[src/rtl/framed_shift_engine_pkg.sv]
// Shared types and constants for the framed shift engine: state encoding, shift-order modes,
// and the bit-counter width helper.
package framed_shift_engine_pkg;

    typedef enum logic [1:0] {
        STATE_IDLE  = 2'd0,
        STATE_SHIFT = 2'd1,
        STATE_DONE  = 2'd2
    } state_e;

    localparam logic MODE_MSB = 1'b0;
    localparam logic MODE_LSB = 1'b1;

    // Counter must hold the value WIDTH itself, hence WIDTH+1 codes.
    function automatic int unsigned cnt_width(input int unsigned width);
        return $clog2(width + 1);
    endfunction

endpackage

[src/rtl/framed_shift_engine_if.sv]
// Control/data bus between the SPI edge detector / FSM side (master) and the shift engine (slave).
interface framed_shift_engine_if #(
    parameter int unsigned WIDTH = 8
);
    localparam int unsigned CNTW = framed_shift_engine_pkg::cnt_width(WIDTH);

    logic             peripheralClkEdge;
    logic             parallelLoad;
    logic             frameStart;
    logic             lsbFirst;
    logic [CNTW-1:0]  frameLen;
    logic [WIDTH-1:0] parallelDataIn;
    logic             serialDataIn;
    logic [WIDTH-1:0] parallelDataOut;
    logic             serialDataOut;
    logic             busy;
    logic             frameDone;
    logic             frameAbort;
    logic [CNTW-1:0]  bitCount;

    modport master (
        output peripheralClkEdge, parallelLoad, frameStart, lsbFirst, frameLen,
               parallelDataIn, serialDataIn,
        input  parallelDataOut, serialDataOut, busy, frameDone, frameAbort, bitCount
    );

    modport slave (
        input  peripheralClkEdge, parallelLoad, frameStart, lsbFirst, frameLen,
               parallelDataIn, serialDataIn,
        output parallelDataOut, serialDataOut, busy, frameDone, frameAbort, bitCount
    );

endinterface

[src/rtl/sync2_stage.sv]
// Parametrised-width two-flop synchronizer with synchronous active-low clear.
module sync2_stage #(
    parameter int unsigned W = 1
) (
    input  logic         clk,
    input  logic         rstN,
    input  logic [W-1:0] d_i,
    output logic [W-1:0] q_o
);

    logic [W-1:0] meta_q;
    logic [W-1:0] sync_q;

    always_ff @(posedge clk) begin
        if (!rstN) begin
            meta_q <= '0;
            sync_q <= '0;
        end else begin
            meta_q <= d_i;
            sync_q <= meta_q;
        end
    end

    assign q_o = sync_q;

endmodule

[src/rtl/framed_shift_engine.sv]
// WIDTH-bit framed shift register with MSB/LSB-first order, programmable frame length and
// done/abort pulses. Define SHIFT_SYNC_EN to pass the strobe and serial input through sync2_stage.
module framed_shift_engine
    import framed_shift_engine_pkg::*;
#(
    parameter int unsigned      WIDTH       = 8,
    parameter logic [WIDTH-1:0] RESET_VALUE = '0
) (
    input  logic                 clk,
    input  logic                 rstN,
    framed_shift_engine_if.slave bus
);

    localparam int unsigned CNTW = cnt_width(WIDTH);

    logic edge_s;
    logic sdi_s;

`ifdef SHIFT_SYNC_EN
    logic [1:0] sync_out;

    sync2_stage #(.W(2)) u_sync (
        .clk  (clk),
        .rstN (rstN),
        .d_i  ({bus.peripheralClkEdge, bus.serialDataIn}),
        .q_o  (sync_out)
    );

    assign edge_s = sync_out[1];
    assign sdi_s  = sync_out[0];
`else
    assign edge_s = bus.peripheralClkEdge;
    assign sdi_s  = bus.serialDataIn;
`endif

    state_e           state_q, state_d;
    logic [WIDTH-1:0] data_q, data_d;
    logic             mode_q, mode_d;
    logic [CNTW-1:0]  len_q, len_d;
    logic [CNTW-1:0]  cnt_q, cnt_d;
    logic             abort_d;
    logic             sout_q, busy_q, done_q, abort_q;
    logic [CNTW-1:0]  len_clamped;

    // Zero or oversize frame lengths mean a full-width frame.
    assign len_clamped = (bus.frameLen == '0 || bus.frameLen > CNTW'(WIDTH))
                         ? CNTW'(WIDTH) : bus.frameLen;

    always_comb begin
        state_d = state_q;
        data_d  = data_q;
        mode_d  = mode_q;
        len_d   = len_q;
        cnt_d   = cnt_q;
        abort_d = 1'b0;
        case (state_q)
            STATE_SHIFT: begin
                // A reload always beats a coincident strobe; that strobe is dropped.
                if (bus.parallelLoad) begin
                    data_d  = bus.parallelDataIn;
                    mode_d  = bus.lsbFirst ? MODE_LSB : MODE_MSB;
                    len_d   = len_clamped;
                    cnt_d   = '0;
                    abort_d = 1'b1;
                end else if (edge_s) begin
                    data_d = (mode_q == MODE_LSB) ? {sdi_s, data_q[WIDTH-1:1]}
                                                  : {data_q[WIDTH-2:0], sdi_s};
                    cnt_d  = cnt_q + CNTW'(1);
                    if (cnt_q == len_q - CNTW'(1)) begin
                        state_d = STATE_DONE;
                    end
                end
            end
            default: begin
                if (bus.parallelLoad || bus.frameStart) begin
                    if (bus.parallelLoad) begin
                        data_d = bus.parallelDataIn;
                    end
                    mode_d  = bus.lsbFirst ? MODE_LSB : MODE_MSB;
                    len_d   = len_clamped;
                    cnt_d   = '0;
                    state_d = STATE_SHIFT;
                end else begin
                    state_d = STATE_IDLE;
                end
            end
        endcase
    end

    always_ff @(posedge clk) begin
        if (!rstN) begin
            state_q <= STATE_IDLE;
            data_q  <= RESET_VALUE;
            mode_q  <= MODE_MSB;
            len_q   <= CNTW'(WIDTH);
            cnt_q   <= '0;
            sout_q  <= RESET_VALUE[WIDTH-1];
            busy_q  <= 1'b0;
            done_q  <= 1'b0;
            abort_q <= 1'b0;
        end else begin
            state_q <= state_d;
            data_q  <= data_d;
            mode_q  <= mode_d;
            len_q   <= len_d;
            cnt_q   <= cnt_d;
            sout_q  <= (mode_d == MODE_LSB) ? data_d[0] : data_d[WIDTH-1];
            busy_q  <= (state_d == STATE_SHIFT);
            done_q  <= (state_d == STATE_DONE);
            abort_q <= abort_d;
        end
    end

    assign bus.parallelDataOut = data_q;
    assign bus.serialDataOut   = sout_q;
    assign bus.busy            = busy_q;
    assign bus.frameDone       = done_q;
    assign bus.frameAbort      = abort_q;
    assign bus.bitCount        = cnt_q;

endmodule
[src/flat_wrapper.sv]
// flat-port wrapper written by rule: the top's interface ports become plain ports
module framed_shift_engine_flat import framed_shift_engine_pkg::*;
#(
    parameter int unsigned      WIDTH       = 8,
    parameter logic [WIDTH-1:0] RESET_VALUE = '0
)
  (clk, rstN, bus_peripheralClkEdge, bus_parallelLoad, bus_frameStart, bus_lsbFirst, bus_frameLen, bus_parallelDataIn, bus_serialDataIn, bus_parallelDataOut, bus_serialDataOut, bus_busy, bus_frameDone, bus_frameAbort, bus_bitCount);
  framed_shift_engine_if #(.WIDTH(WIDTH)) bus_i ();
  input  logic clk;
  input  logic rstN;
  input wire logic [$bits(bus_i.peripheralClkEdge)-1:0] bus_peripheralClkEdge;
  input wire logic [$bits(bus_i.parallelLoad)-1:0] bus_parallelLoad;
  input wire logic [$bits(bus_i.frameStart)-1:0] bus_frameStart;
  input wire logic [$bits(bus_i.lsbFirst)-1:0] bus_lsbFirst;
  input wire logic [$bits(bus_i.frameLen)-1:0] bus_frameLen;
  input wire logic [$bits(bus_i.parallelDataIn)-1:0] bus_parallelDataIn;
  input wire logic [$bits(bus_i.serialDataIn)-1:0] bus_serialDataIn;
  output wire logic [$bits(bus_i.parallelDataOut)-1:0] bus_parallelDataOut;
  output wire logic [$bits(bus_i.serialDataOut)-1:0] bus_serialDataOut;
  output wire logic [$bits(bus_i.busy)-1:0] bus_busy;
  output wire logic [$bits(bus_i.frameDone)-1:0] bus_frameDone;
  output wire logic [$bits(bus_i.frameAbort)-1:0] bus_frameAbort;
  output wire logic [$bits(bus_i.bitCount)-1:0] bus_bitCount;
  assign bus_i.peripheralClkEdge = bus_peripheralClkEdge;
  assign bus_i.parallelLoad = bus_parallelLoad;
  assign bus_i.frameStart = bus_frameStart;
  assign bus_i.lsbFirst = bus_lsbFirst;
  assign bus_i.frameLen = bus_frameLen;
  assign bus_i.parallelDataIn = bus_parallelDataIn;
  assign bus_i.serialDataIn = bus_serialDataIn;
  assign bus_parallelDataOut = bus_i.parallelDataOut;
  assign bus_serialDataOut = bus_i.serialDataOut;
  assign bus_busy = bus_i.busy;
  assign bus_frameDone = bus_i.frameDone;
  assign bus_frameAbort = bus_i.frameAbort;
  assign bus_bitCount = bus_i.bitCount;
  framed_shift_engine #(.WIDTH(WIDTH), .RESET_VALUE(RESET_VALUE)) u_core (.clk(clk), .rstN(rstN), .bus(bus_i));
endmodule
[config.mk]
export PLATFORM = sky130hd
export DESIGN_NAME = framed_shift_engine_flat
export DESIGN_NICKNAME = d
export VERILOG_FILES = /design/src/rtl/framed_shift_engine_pkg.sv /design/src/rtl/framed_shift_engine_if.sv /design/src/rtl/sync2_stage.sv /design/src/rtl/framed_shift_engine.sv /design/src/flat_wrapper.sv
export SDC_FILE = /design/constraint.sdc
export NUM_CORES = 1
export LEC_CHECK = 0
export BUFFER_PORTS_ARGS = -buffer_cell sky130_fd_sc_hd__clkbuf_2
export CORE_UTILIZATION = 40
export DETAILED_ROUTE_END_ITERATION = 10
export PLACE_DENSITY = 0.67
export RECOVER_POWER = 25
export SLEW_MARGIN = 20
export SYNTH_ARGS = -nofsm -noshare
export SYNTH_HDL_FRONTEND = slang
export SYNTH_HIERARCHICAL = 1
export SYNTH_SLANG_ARGS = --single-unit
[constraint.sdc]
create_clock -name clk -period 1.4 [get_ports clk]
set_input_delay 0.07 -clock clk [delete_from_list [all_inputs] [get_ports clk]]
set_output_delay 0.07 -clock clk [all_outputs]
set_load 0.005 [all_outputs]
==> summary.txt <==
Run status
  • Outcome: finished, final reports clean

Routing
  • Via count: 1031
  • Post-route DRC: 0
  • Routed wire length per instance: 13.4 um
  • Detailed Routing Iterations Pass 1: 4
  • Post-route ant nets: 0
  • Via density per instance: 5.16
  • DR iter-0 viols: 21
  • Detailed Route WL: 2670 um

Placed design
  • Detailed Place HPWL: 1870 um
  • Buffers on Ports: 34
  • Routability cong.: 0.800

Hold path
  • Worst min path class: in -> reg

STA
  • Tmin final: 1.40 ns
  • Final hold vios: 0
  • RSZ-0062 raised after global routing: yes
  • Final Max Slew Viols: 0
  • # setup viols final: 0
  • FMAX: 0.717 GHz
  • Relative slew slack: 72.6%
  • Final setup TNS: 0 ns
  • Worst Tran Pin Value: 0.411 ns
  • Skew final: 0.00119 ns
  • Crit share post-route: 99.7%

Synth
  • Mapped Cells: 125
  • Post-synthesis async set-or-reset flop share: 0%
  • Seq cells post-synth: 23
  • Unique masters post-synth: 34
  • Synth Cell Area: 1150 um2
  • Syn Area/Cell: 9.22 um2
  • Post-synth EDFFs: 0
  • Synth Flop Type: dfxtp_1
  • Yosys warns: 6
  • Area leader, netlist: dfxtp_1
  • Largest cells by area after synthesis: dfxtp_1 40%, mux2i_1 7.8%, nor2_1 4.6%, a211o_1 4.6%, a21boi_1 3.9%
  • Post-synth net total: 146
  • Post-synthesis sequential area ratio: 40.0%
  • Yosys top cell area share: 40.0%

Power
  • Lkg Pwr: 0.667 nW
  • Total power: 1.30 mW
  • Pint: 0.939 mW
  • Clock share of power: 23.9%
  • Net Sw Frac: 27.7%
  • Logic pwr share: 20.8%
  • P_sw: 0.360 mW
  • Seq pwr share: 55.4%
  • Max VDD drop: 0.605 mV
  • PD cells: 850 nW/um2

Die
  • Die area: 3100 um2
  • Row count: 19
  • Die Y: 55.7 um
  • IO Count: 35
  • Core area: 2730 um2
  • Die Width: 55.7 um
  • Initial Utilization: 42.2%

Critical path
  • WP data required: 1.66 ns
  • CP Class: reg -> reg
  • Flop2flop setup slack: 0.005 ns
  • Setup crit end kind: register
  • Data arrival time of the worst path: 1.66 ns
  • CP Max Fanout: 4
  • Startpoint types: register

Clock tree
  • TritonCTS clock tree: built
  • CTS Root Buffer Type: clkbuf_4
  • Cts bufs inserted: 3
  • CTS Sinks: 23
  • Clk slew on worst S/H paths: 0.13 ns
  • Postcts setup bufs: 0
  • CTS H-Tree Depth: 1
  • Clock Path Buffers: 2
  • Clock latency on the worst-skew pair: 0.31 ns

Layout
  • Most frequent cells in the layout: 34 x clkbuf_2, 19 x dfxtp_1, 14 x nor2_1
  • Area Overhead vs Synth: 32.6%
  • Share of post-route cells with drive strength above 1: 36.1%
  • Final core utilization: 55.9%
  • Fillers: 266
  • Number of inserted diodes: 0
  • Final net count: 191
  • Commonest non-fill, non-tap cell in the layout: clkbuf_2

Global routing
  • Total GRT Usage: 18.1%
  • Initial antenna violation count: 0
  • Largest net degree at the start of global routing: 18
  • First-pass GRT wire length: 4440 um
  • Vias in the first global route: 1019
  • Gr ovfl total: 0

Flow run
  • MaxCap Viol Count: 0
## per-layer routing
layer,global-route usage [%],vias to the layer above,part of all wire (%)
met2,29.6,36,48
met4,10.0,0,2.9
met1,22.6,464,45
li1,-,523,-
met5,0,-,0
met3,3.02,8,4.5
## what timing repair did
item | 4_1_cts | 5_1_grt
endpoints found under the hold margin | 6 | 0
hold buffers | 6 | 0
pin swaps | 6 | 5
gates resized for setup | 7 | 7
setup endpoints to repair | 5 | 6
## synthesized netlist by cell type (2+ instances only)
cell type,n
inv_1,2
clkbuf_1,3
nand4b_1,2
xor2_1,4
a21oi_1,3
nand3b_1,4
or3_1,2
a21boi_0,3
xnor2_1,4
mux2i_1,9
and2_1,2
a211o_1,6
nand2_1,11
a21boi_1,6
nand2b_1,2
dfxtp_1,23
nor2b_1,2
nor2_1,14
nand3_1,4
nor3_1,3
ha_1,2
buf_6,2
## state kept, by name, summed over array words and instances, names as in the netlist
| name | count |
|---|---|
| u_core/bus.bitCount | 4 |
| u_core/bus.busy | 1 |
| u_core/bus.frameAbort | 1 |
| u_core/bus.frameDone | 1 |
| u_core/bus.parallelDataOut | 8 |
| u_core/bus.serialDataOut | 1 |
| u_core/len_q | 4 |
| u_core/mode_q | 1 |
| u_core/state_q | 2 |
## kinds of logic (layout without fill, tap and decap cells)
| family | Yosys count | count (layout) | share of synthesized area, % |
|---|---|---|---|
| flip-flops | 23 | 23 | 40.0 |
| AND/OR/NAND/NOR | 51 | 51 | 24.2 |
| buffers and inverters | 9 | 53 | 4.67 |
| multiplexers | 10 | 10 | 8.80 |
| XOR/XNOR | 8 | 8 | 6.08 |
| adder cells (fa/ha/maj) | 2 | 2 | 2.17 |
| AO/OA/AOI/OAI | 22 | 22 | 14.1 |
## worst paths after layout
kind | cells after the start | start | end
max | 6 | u_core/len_q[0] | u_core/state_q[1]
min | 3 | bus_frameLen[2] | u_core/len_q[2]
max reg2reg | 6 | u_core/len_q[0] | u_core/state_q[1]
min reg2reg | 2 | u_core/len_q[2] | u_core/len_q[2]
## critical path, stage by stage, from the launching register on
cell and delay, ns:
dfxtp_2 0.36, inv_2 0.05, ha_4 0.15, xnor2_2 0.14
xnor2_2 0.16, nor4_4 0.32, and2_1 0.17
## cell type report
cell class                 instances  area, um2  share of cell area, %
inverter                           2       7.51                  0.491
timing repair buffer              47        295                   19.3
clock buffer                       3       22.5                   1.47
sequential                        23        465                   30.5
clock inverter                     1       5.00                  0.328
multi-input combinational         93        693                   45.4
tap                               31       38.8                   2.54
## power groups by stage
stage	Combinational (mW)	Sequential [mW]	Clock [mW]
after floorplan	0.148	0.725	0
after global placement	0.227	0.729	0
after detailed placement	0.235	0.729	0
after CTS	0.254	0.716	0.324
after global routing	0.295	0.724	0.348
final	0.270	0.719	0.310
## per-stage QoR
stage	cells	setup slack, ns	area (um2)	hold slack (ns)
final	200	0.00478	1530	0.0273
after floorplan	125	0.0243	1150	0.213
after CTS	200	-0.0258	1490	0.0130
after global placement	190	0.0279	1380	0.301
after detailed placement	190	-0.0306	1380	0.311
after global routing	200	-0.0654	1530	0.0261
No activity file was read; power rests on OpenSTA's default activity.
